$ cat src/rtl/sdpram_pkg.sv
// rtl/sdpram_pkg.sv - shared types and sizes for the RAM-backed FIFO controller
package sdpram_pkg;

    localparam int AW_DEF     = 10;
    localparam int DW_DEF     = 32;
    localparam int OBUF_DEPTH = 3;

    typedef logic [AW_DEF-1:0] addr_t;
    typedef logic [DW_DEF-1:0] data_t;

endpackage

$ cat src/rtl/fifo_obuf.sv
// rtl/fifo_obuf.sv - 3-entry circular output buffer, usable as a skid buffer
module fifo_obuf
    import sdpram_pkg::*;
#(
    parameter int DW = DW_DEF
) (
    input  logic          clk,
    input  logic          rst,
    input  logic          push_i,
    input  logic [DW-1:0] push_data_i,
    input  logic          pop_i,
    output logic          valid_o,
    output logic [DW-1:0] data_o,
    output logic [1:0]    cnt_o
);

    logic [DW-1:0] mem_q [OBUF_DEPTH];
    logic [DW-1:0] last_q;
    logic [1:0]    hd_q, tl_q, cnt_q;
    logic [1:0]    hd_d, tl_d, cnt_d;
    logic          push_ok, pop_ok;

    function automatic logic [1:0] ptr_inc(input logic [1:0] p);
        return (p == 2'(OBUF_DEPTH - 1)) ? 2'd0 : p + 2'd1;
    endfunction

    assign pop_ok  = pop_i && (cnt_q != 2'd0);
    assign push_ok = push_i && ((cnt_q != 2'(OBUF_DEPTH)) || pop_ok);

    always_comb begin
        hd_d  = pop_ok  ? ptr_inc(hd_q) : hd_q;
        tl_d  = push_ok ? ptr_inc(tl_q) : tl_q;
        cnt_d = cnt_q + 2'(push_ok) - 2'(pop_ok);
    end

    always_ff @(posedge clk) begin
        if (!rst) begin
            hd_q   <= '0;
            tl_q   <= '0;
            cnt_q  <= '0;
            last_q <= '0;
            for (int i = 0; i < OBUF_DEPTH; i++) begin
                mem_q[i] <= '0;
            end
        end else begin
            hd_q  <= hd_d;
            tl_q  <= tl_d;
            cnt_q <= cnt_d;
            if (push_ok) begin
                mem_q[tl_q] <= push_data_i;
            end
            if (pop_ok) begin
                last_q <= mem_q[hd_q];
            end
        end
    end

    // When empty, present the most recently popped word so the output holds.
    assign valid_o = (cnt_q != 2'd0);
    assign data_o  = valid_o ? mem_q[hd_q] : last_q;
    assign cnt_o   = cnt_q;

endmodule

$ cat src/rtl/sdpram_fifo_ctrl.sv
// rtl/sdpram_fifo_ctrl.sv - FIFO controller driving both ports of a simple dual-port RAM
module sdpram_fifo_ctrl
    import sdpram_pkg::*;
#(
    parameter int AW = AW_DEF,
    parameter int DW = DW_DEF
) (
    input  logic          clk,
    input  logic          rst,
    input  logic          s_valid,
    input  logic [DW-1:0] s_data,
    output logic          s_ready,
    output logic          m_valid,
    output logic [DW-1:0] m_data,
    input  logic          m_ready,
    output logic [AW:0]   count,
    output logic          ram_wena,
    output logic [AW-1:0] ram_addra,
    output logic [DW-1:0] ram_dina,
    output logic          ram_renb,
    output logic [AW-1:0] ram_addrb,
    input  logic [DW-1:0] ram_doutb
);

    localparam int DEPTH = 2 ** AW;

    logic [AW-1:0] wr_ptr_q, wr_ptr_d;
    logic [AW-1:0] rd_ptr_q, rd_ptr_d;
    logic [AW:0]   ram_cnt_q, ram_cnt_d;
    logic          inflight_q, inflight_d;
    logic [1:0]    ob_cnt;
    logic          ob_valid;
    logic [AW:0]   count_w;
    logic          push, issue, pop;

    assign count_w = ram_cnt_q + (AW+1)'(inflight_q) + (AW+1)'(ob_cnt);

    assign s_ready = rst && (count_w != (AW+1)'(DEPTH));
    assign push    = s_valid && s_ready;
    // Issue looks only at registered state; a same-cycle pop is not credited.
    assign issue   = rst && (ram_cnt_q != '0)
                     && (({1'b0, ob_cnt} + {2'b0, inflight_q}) < 3'(OBUF_DEPTH));
    assign m_valid = rst && ob_valid;
    assign pop     = m_valid && m_ready;

    always_comb begin
        wr_ptr_d   = push  ? wr_ptr_q + 1'b1 : wr_ptr_q;
        rd_ptr_d   = issue ? rd_ptr_q + 1'b1 : rd_ptr_q;
        ram_cnt_d  = ram_cnt_q + (AW+1)'(push) - (AW+1)'(issue);
        inflight_d = issue;
    end

    always_ff @(posedge clk) begin
        if (!rst) begin
            wr_ptr_q   <= '0;
            rd_ptr_q   <= '0;
            ram_cnt_q  <= '0;
            inflight_q <= 1'b0;
        end else begin
            wr_ptr_q   <= wr_ptr_d;
            rd_ptr_q   <= rd_ptr_d;
            ram_cnt_q  <= ram_cnt_d;
            inflight_q <= inflight_d;
        end
    end

    // A read issued before reset is dropped because reset clears inflight_q.
    fifo_obuf #(
        .DW (DW)
    ) u_obuf (
        .clk         (clk),
        .rst         (rst),
        .push_i      (inflight_q),
        .push_data_i (ram_doutb),
        .pop_i       (pop),
        .valid_o     (ob_valid),
        .data_o      (m_data),
        .cnt_o       (ob_cnt)
    );

    assign count     = count_w;
    assign ram_wena  = push;
    assign ram_addra = wr_ptr_q;
    assign ram_dina  = push ? s_data : '0;
    assign ram_renb  = issue;
    assign ram_addrb = rd_ptr_q;

endmodule

$ cat config.mk
export PLATFORM = sky130hd
export DESIGN_NAME = sdpram_fifo_ctrl
export DESIGN_NICKNAME = d
export VERILOG_FILES = /design/src/rtl/sdpram_pkg.sv /design/src/rtl/fifo_obuf.sv /design/src/rtl/sdpram_fifo_ctrl.sv
export SDC_FILE = /design/constraint.sdc
export NUM_CORES = 1
export LEC_CHECK = 0
export CORE_MARGIN = 1.5
export CORE_UTILIZATION = 45
export CTS_BUF_LIST = sky130_fd_sc_hd__clkbuf_2
export CTS_CLUSTER_DIAMETER = 60
export CTS_CLUSTER_SIZE = 8
export DETAILED_ROUTE_END_ITERATION = 10
export DONT_BUFFER_PORTS = 1
export SLEW_MARGIN = 20
export SYNTH_ARGS = -nofsm -noshare
export SYNTH_HDL_FRONTEND = slang
export SYNTH_SLANG_ARGS = --single-unit
export TNS_END_PERCENT = 30
$ cat constraint.sdc
create_clock -name clk -period 4.7 [get_ports clk]
set_input_delay 0.235 -clock clk [delete_from_list [all_inputs] [get_ports clk]]
set_output_delay 0.235 -clock clk [all_outputs]
set_load 0.02 [all_outputs]
==> flow_metrics.env, run 1 <==
export IMPL_synthMuxAreaShare_pct=12.8
export IMPL_cpPeakStageDelay_ns=0.48
export IMPL_wl_mm=21.1
export IMPL_die_w_um=148
export IMPL_avgRoutedWirePerCell_um=19.0
export IMPL_p_leak_nw=3.98
export IMPL_ys_seq_area_share_pct=55.5
export IMPL_period_minus_slack_ns=4.22
export IMPL_syn_avg_cell_area_um2=12.1
export IMPL_synth_edf_count=128
export IMPL_internal_power_mw=3.29
export IMPL_drive_gt1_share_pct=15.9
export IMPL_cp_arrival_ns=4.93
export IMPL_power_switching_mw=2.08
export IMPL_finalMaxSlewViolations=0
export IMPL_die_y_um=148
export IMPL_met2_length_mm=11.1
export IMPL_cts_sinks=200
export IMPL_postLayoutCoreUtil_pct=50.4
export IMPL_met3_length_mm=1.14
export IMPL_clock_root_buffer="clkbuf_2"
export IMPL_cp_depth=19
export IMPL_status="finished, final reports clean"
export IMPL_hold_viol=0
export IMPL_swShare_pct=38.7
export IMPL_antenna_left=0
export IMPL_synthFlopType="edfxtp_1"
export IMPL_power_frac_seq_pct=44.0
export IMPL_cts_resized=0
export IMPL_cp_top_family="adder cells"
export IMPL_die_area_mm2=0.0220
export IMPL_finalSetupViolCount=0
export IMPL_slowest_stage="or4_1"
export IMPL_syn_to_final_growth_pct=10.5
export IMPL_synthCells=788
export IMPL_yosys_warnings=0
export IMPL_fin_area_mm2=0.0105
export IMPL_overflow=0
export IMPL_post_cts_repair_setup_buffers=0
export IMPL_syn_cell_area_mm2=0.00952
export IMPL_min_delay_path_class="in -> reg"
export IMPL_drt_pass1_iter_count=4
export IMPL_viasPerCell=5.51
export IMPL_synthDistinctLibCells=49
export IMPL_p_clk_share_pct=16.6
export IMPL_power_density_mw_per_mm2=510
export IMPL_reg2reg_depth=19
export IMPL_crit_buf_inv=4
export IMPL_cts_tree="done"
export IMPL_hold_depth=1
export IMPL_drt_met1_wl_mm=8.62
export IMPL_postLayoutSetupSlackWorst_ns=0.481
export IMPL_io_pins=167
export IMPL_top_layer_used="met4"
export IMPL_placed_area_mm2=0.00986
export IMPL_ys_seq_elements=200
export IMPL_grt_pass1_wl_mm=33.0
export IMPL_core_mm2=0.0209
export IMPL_dp_hpwl_mm=13.4
export IMPL_rows=53
export IMPL_p_comb_share_pct=39.4
export IMPL_rsz0062_at_grt="false"
export IMPL_grt_pass1_vias=6152
export IMPL_drc=0
export IMPL_crit_chain="inv_1, fa_1, inv_1, fa_1, nand3_1, xnor2_1, buf_4, or4_1, nor3_2, a211oi_4, ha_1, inv_1, fa_1, nand2b_1, a21oi_1, o21ai_0, a21oi_1, o21ai_0, mux2i_1"
export IMPL_clk_pin_slew_ns=0.30
export IMPL_detail_route_iter0_violations=393
export IMPL_crit_type="reg -> reg"
export IMPL_post_route_period_util_pct=89.8
export IMPL_async_reset_ff_share_pct=0
export IMPL_worst_slew_pin_slew_ns=1.00
export IMPL_start_util_pct=45.6
export IMPL_place_congestion=0.790
export IMPL_yosys_area_share_simple_pct=17.0
export IMPL_synth_fa_ha_area_share_pct=4.44
export IMPL_fmax_mhz=237
export IMPL_relSlewSlack_pct=33.0
export IMPL_globalRouteTotalUtil_pct=19.7
export IMPL_clk_path_buf_depth=2
export IMPL_vias=6095
export IMPL_holdWs_ns=0.139
export IMPL_numCtsBuffers=17
export IMPL_start_kind="flop"
export IMPL_critPathMaxFanout=6
export IMPL_htreeDepth=4
export IMPL_synth_fp_nets=888
export IMPL_cap_violations=0
export IMPL_port_buffers=0
export IMPL_synth_compound_area_share_pct=4.81
export IMPL_antenna_found_initial=1
export IMPL_cp_required_ns=5.41
export IMPL_fin_worst_skew_ns=0.0489
export IMPL_synth_top_family_by_area="simple AND/OR/NAND/NOR gates"
export IMPL_ir_drop_uv=216
export IMPL_clock_latency_ns=0.77
export IMPL_final_nets=917
export IMPL_pre_cts_ws_ns=0.502
export IMPL_crit_path_end_kind="flop"
export IMPL_synth_xor_area_share_pct=2.48
export IMPL_grt_max_degree=64
export IMPL_final_setup_tns_ns=0
[layout make-up]
class / instances / area, µm²
clock buffer: 18 / 90.1
tap: 275 / 344
antenna: 1 / 2.50
inverter: 27 / 101
multi-input combinational: 516 / 4000
sequential: 200 / 5290
clock inverter: 14 / 171
fill: 1828 / 10400
timing repair buffer: 55 / 526
[per-stage QoR]
stage | instances | power, mW
after floorplan | 788 | 3.99
after global placement | 1035 | 4.43
after detailed placement | 1035 | 4.48
after CTS | 1105 | 5.42
after global routing | 1106 | 5.70
final | 1106 | 5.37
[cells in the mapped netlist, drive strengths merged (3+ instances only)]
library cell    n  share of area, %
edfxtp        128                40
and2          101               6.6
nand2          87               3.4
dfxtp          72                15
o21ai          38               2.0
and3           36               2.4
clkbuf         36               1.4
mux2           32               3.8
mux4           32               7.6
nor2           31               1.2
ha             29               3.8
inv            27               1.1
nand2b         15              0.99
a21oi          14              0.78
mux2i          14               1.5
xnor2          14               1.3
xor2           13               1.2
nor3           11              0.63
buf             9              0.50
nand3           9              0.47
nand4           7              0.46
a2111oi         4              0.70
a211oi          4              0.37
and4            3              0.28
fa              3              0.63
[power groups by stage]
stage | Combinational, mW | Sequential, mW | Clock, mW
6_report | 2.12 | 2.36 | 0.889
5_1_grt | 2.33 | 2.40 | 0.976
4_1_cts | 2.14 | 2.37 | 0.915
3_5_place_dp | 2.08 | 2.41 | 0
3_3_place_gp | 2.04 | 2.39 | 0
2_1_floorplan | 1.70 | 2.29 | 0
[final timing paths]
path                            slack (ns)             endpoint             start
worst max-delay path                  0.48        ram_cnt_q[10]        inflight_q
worst min-delay path                  0.14  u_obuf.mem_q[3][14]     ram_doutb[14]
worst max register to register        0.48        ram_cnt_q[10]        inflight_q
worst min register to register        0.47     u_obuf.last_q[3]  u_obuf.last_q[3]
[kinds of logic after synthesis]
group | count (synthesis)
AND/OR/NAND/NOR | 307
flip-flops | 200
multiplexers | 78
AO/OA/AOI/OAI | 72
buffers and inverters | 72
adder cells (fa/ha/maj) | 32
XOR/XNOR | 27
[layout by cell type, fill, tap and decap left out, drive strengths merged, types with 4 or more instances in the layout]
cell,n
edfxtp,128
and3,36
nand4,7
xor2,13
mux2i,14
clkinvlp,5
a2111oi,4
nand2b,15
a211oi,4
nand3,9
inv,30
and2,101
dlygate4sd3,37
a21oi,14
nor3,11
o21ai,38
xnor2,14
nand2,87
nor2,31
clkbuf,18
mux4,32
buf,18
dfxtp,72
ha,29
mux2,32
[registers in the layout, indices dropped and copies added, names as in the netlist, named ones only]
signal         flops
u_obuf.last_q     32
inflight_q         1
ram_addra         10
ram_cnt_q         11
u_obuf.mem_q     128
u_obuf.cnt_o       2
ram_addrb         10
u_obuf.hd_q        2
u_obuf.tl_q        2
[worst reg2reg max path: cells and delay by family (launching register included)]
| kind | cells | cell delay (ns) |
|---|---|---|
| adder cells (fa/ha/maj) | 4 | 1.14 |
| AND/OR/NAND/NOR | 4 | 0.93 |
| flip-flops | 1 | 0.43 |
| AO/OA/AOI/OAI | 5 | 0.93 |
| XOR/XNOR | 1 | 0.14 |
| multiplexers | 1 | 0.21 |
| buffers and inverters | 4 | 0.42 |
[routing by layer]
| layer | vias up | track usage, % |
|---|---|---|
| met3 | 15 | 3.90 |
| met1 | 3019 | 23.3 |
| met5 | - | 0 |
| met4 | 0 | 5.40 |
| met2 | 212 | 36.3 |
| li1 | 2849 | - |
[repair_timing]
item,in CTS,in global routing
endpoints found under the hold margin,216,0
hold buffers,38,0
endpoints found under the setup margin,0,0
No activity file was read; power rests on OpenSTA's default activity.
==> inputs of run 2 (changes only) <==
ABC_AREA = 1   (was default)
==> run 2 against run 1 <==
Net effect: sequential share of layout area shrank 0.39 points; critical path depth grew 2; non-clock buffer count increased by 10; largest power group unchanged.
==> flow_metrics.env, run 2 <==
export IMPL_numCtsBuffers=17
export IMPL_n_fill_cell=2023
export IMPL_viasPerCell=5.23
export IMPL_cpPeakStageDelay_ns=0.49
export IMPL_placed_cells=1318
export IMPL_fin_area_mm2=0.0106
export IMPL_syn_cell_area_mm2=0.00958
export IMPL_cap_violations=0
export IMPL_syn_to_final_growth_pct=10.7
export IMPL_overflow=0
export IMPL_cts_tree="done"
export IMPL_fin_worst_skew_ns=0.0510
export IMPL_clk_pin_slew_ns=0.29
export IMPL_crit_type="reg -> reg"
export IMPL_port_buffers=0
export IMPL_status="finished, final reports clean"
export IMPL_avgRoutedWirePerCell_um=15.7
export IMPL_hold_depth=1
export IMPL_synthDistinctLibCells=34
export IMPL_synth_fp_nets=1185
export IMPL_yosysTopAreaCell="edfxtp_1"
export IMPL_clock_latency_ns=0.81
export IMPL_htreeDepth=4
export IMPL_final_common_cell="nand2_1"
export IMPL_final_nets=1213
export IMPL_postLayoutCoreUtil_pct=50.6
export IMPL_rows=53
export IMPL_ir_drop_uv=305
export IMPL_detail_route_iter0_violations=421
export IMPL_hold_viol=0
export IMPL_final_cells=1402
export IMPL_finalMaxSlewViolations=0
export IMPL_start_kind="flop"
export IMPL_synth_edf_count=128
export IMPL_holdWs_ns=0.0893
export IMPL_relSlewSlack_pct=37.4
export IMPL_die_y_um=149
export IMPL_reg_largest_list="u_obuf.mem_q: 128 flops, u_obuf.last_q: 32 flops, ram_cnt_q: 11 flops"
export IMPL_dp_hpwl_mm=13.4
export IMPL_synthCells=1085
export IMPL_pre_cts_ws_ns=0.823
export IMPL_postLayoutSetupSlackWorst_ns=0.785
export IMPL_finalSetupViolCount=0
export IMPL_syn_avg_cell_area_um2=8.83
export IMPL_crit_path_end_kind="flop"
export IMPL_antenna_left=0
export IMPL_clock_root_buffer="clkbuf_2"
export IMPL_yosys_area_top_type_share_pct=40.1
export IMPL_ys_seq_elements=200
export IMPL_slowest_stage="dfxtp_1"
export IMPL_antenna_found_initial=1
export IMPL_min_delay_path_class="in -> reg"
export IMPL_rsz0062_at_grt="false"
export IMPL_die_area_mm2=0.0222
export IMPL_cts_resized=0
export IMPL_largest_reg_flops=128
export IMPL_cp_common_cell="inv_1"
export IMPL_start_util_pct=45.7
export IMPL_top_register="u_obuf.mem_q"
export IMPL_final_cell_mix="nand2_1 (205), nor2_1 (170), inv_1 (133)"
export IMPL_die_w_um=149
export IMPL_met2_usage_pct=34.3
export IMPL_crit_chain="inv_1, fa_1, inv_1, fa_1, nand4_1, nand2_1, inv_1, nand3_1, nor2_1, nand3_2, nand3_2, inv_1, ha_1, inv_1, fa_1, o31ai_1, and2_1, o21ai_0, nand2_1, nand2_1, a21oi_1"
export IMPL_globalRouteTotalUtil_pct=19.8
export IMPL_synth_common_cells="nand2_1 (206), nor2_1 (171), inv_1 (133)"
export IMPL_vias=7331
export IMPL_ys_seq_area_share_pct=55.2
export IMPL_power_density_mw_per_mm2=506
export IMPL_worst_slew_pin_slew_ns=0.929
export IMPL_cts_sinks=200
export IMPL_cp_arrival_ns=4.66
export IMPL_power_mw=5.36
export IMPL_wl_mm=22.0
export IMPL_cp_required_ns=5.45
export IMPL_yosys_warnings=0
export IMPL_final_setup_tns_ns=0
export IMPL_io_pins=167
export IMPL_use_met3_pct=5.78
export IMPL_period_minus_slack_ns=3.91
export IMPL_core_mm2=0.0210
export IMPL_placed_area_mm2=0.00979
export IMPL_grt_pass1_vias=6621
export IMPL_synth_most_common_cell="nand2_1"
export IMPL_p_leak_nw=4.42
export IMPL_clk_path_buf_depth=2
export IMPL_met1_usage_pct=24.4
export IMPL_async_reset_ff_share_pct=0
export IMPL_grt_busiest_layer="met2"
export IMPL_critPathMaxFanout=6
export IMPL_drt_pass1_iter_count=5
export IMPL_post_route_period_util_pct=83.3
export IMPL_yosys_top_cells_area="edfxtp_1 (40%), dfxtp_1 (15%), nand2_1 (8.1%), nor2_1 (6.7%), inv_1 (5.2%)"
export IMPL_fmax_mhz=255
export IMPL_reg2reg_depth=21
export IMPL_drc=0
export IMPL_grt_pass1_wl_mm=34.0
export IMPL_synthFlopType="edfxtp_1"
export IMPL_grt_max_degree=70
export IMPL_drive_gt1_share_pct=5.77
export IMPL_place_congestion=0.882
## run 2: cell types whose count changed after synthesis, sizes merged, moves of 14 or more
cell,before,now
and2,101,1
nand2b,15,0
o21ai,38,80
nand3,9,68
inv,27,136
nor2,31,176
mux2i,14,0
a21oi,14,57
mux2,32,0
nand2,87,207
mux4,32,0
and3,36,1
a32o,0,32
## run 2: layout make-up
type	count	area (µm²)	share of cell area, %
multi-input cells	693	3540	33.4
repair buffers	65	633	5.97
diodes	1	2.50	0.0236
well taps	275	344	3.25
clock buffers	18	90.1	0.850
inverters	136	512	4.83
flip-flops and latches	200	5290	49.9
clock inverters	14	188	1.77
## run 2: final timing paths
path	from	endpoint	slack [ns]
worst max-delay path	u_obuf.cnt_o[0]	ram_cnt_q[6]	0.79
worst min register to register	u_obuf.hd_q[0]	flop	0.50
worst min-delay path	ram_doutb[28]	u_obuf.mem_q[3][28]	0.09
worst max register to register	u_obuf.cnt_o[0]	ram_cnt_q[6]	0.79
## run 2: critical path: cells and delay by family (launching register included)
kind                       cells  cell delay, ns
adders and majority gates      4            1.33
DFF                            1            0.49
buffers and inverters          5            0.46
AOI/OAI and AO/OA              3            0.61
and+or+nand+nor                9            1.02
## run 2: repair_timing
action	4_1_cts	5_1_grt
buffers inserted	0	0
hold buffers	41	10
endpoints found under the setup margin	0	0
hold endpoints to repair	214	10
## run 2: per-layer routing
layer / vias up / wire [µm] / share of wire (%)
met4: 0 / 231 / 1.1
met5: - / 0 / 0
li1: 3663 / - / -
met2: 204 / 10900 / 49
met3: 16 / 1420 / 6.4
met1: 3448 / 9490 / 43
## run 2: cells by family after synthesis
logic type,count (synthesis),share of synthesized area [%]
XOR/XNOR,5,0.457
AND/OR/NAND/NOR,475,20.5
flip-flops,200,55.2
buffers and inverters,192,7.97
adder cells (fa/ha/maj),32,4.42
AO/OA/AOI/OAI,181,11.4
## run 2: power breakdown
part	internal, mW	switching, mW	leakage (nW)	total, mW
Combinational	0.617	1.51	2.38	2.12
Sequential	2.15	0.159	1.88	2.31
Clock	0.276	0.655	0.162	0.931
Total	3.04	2.32	4.42	5.36
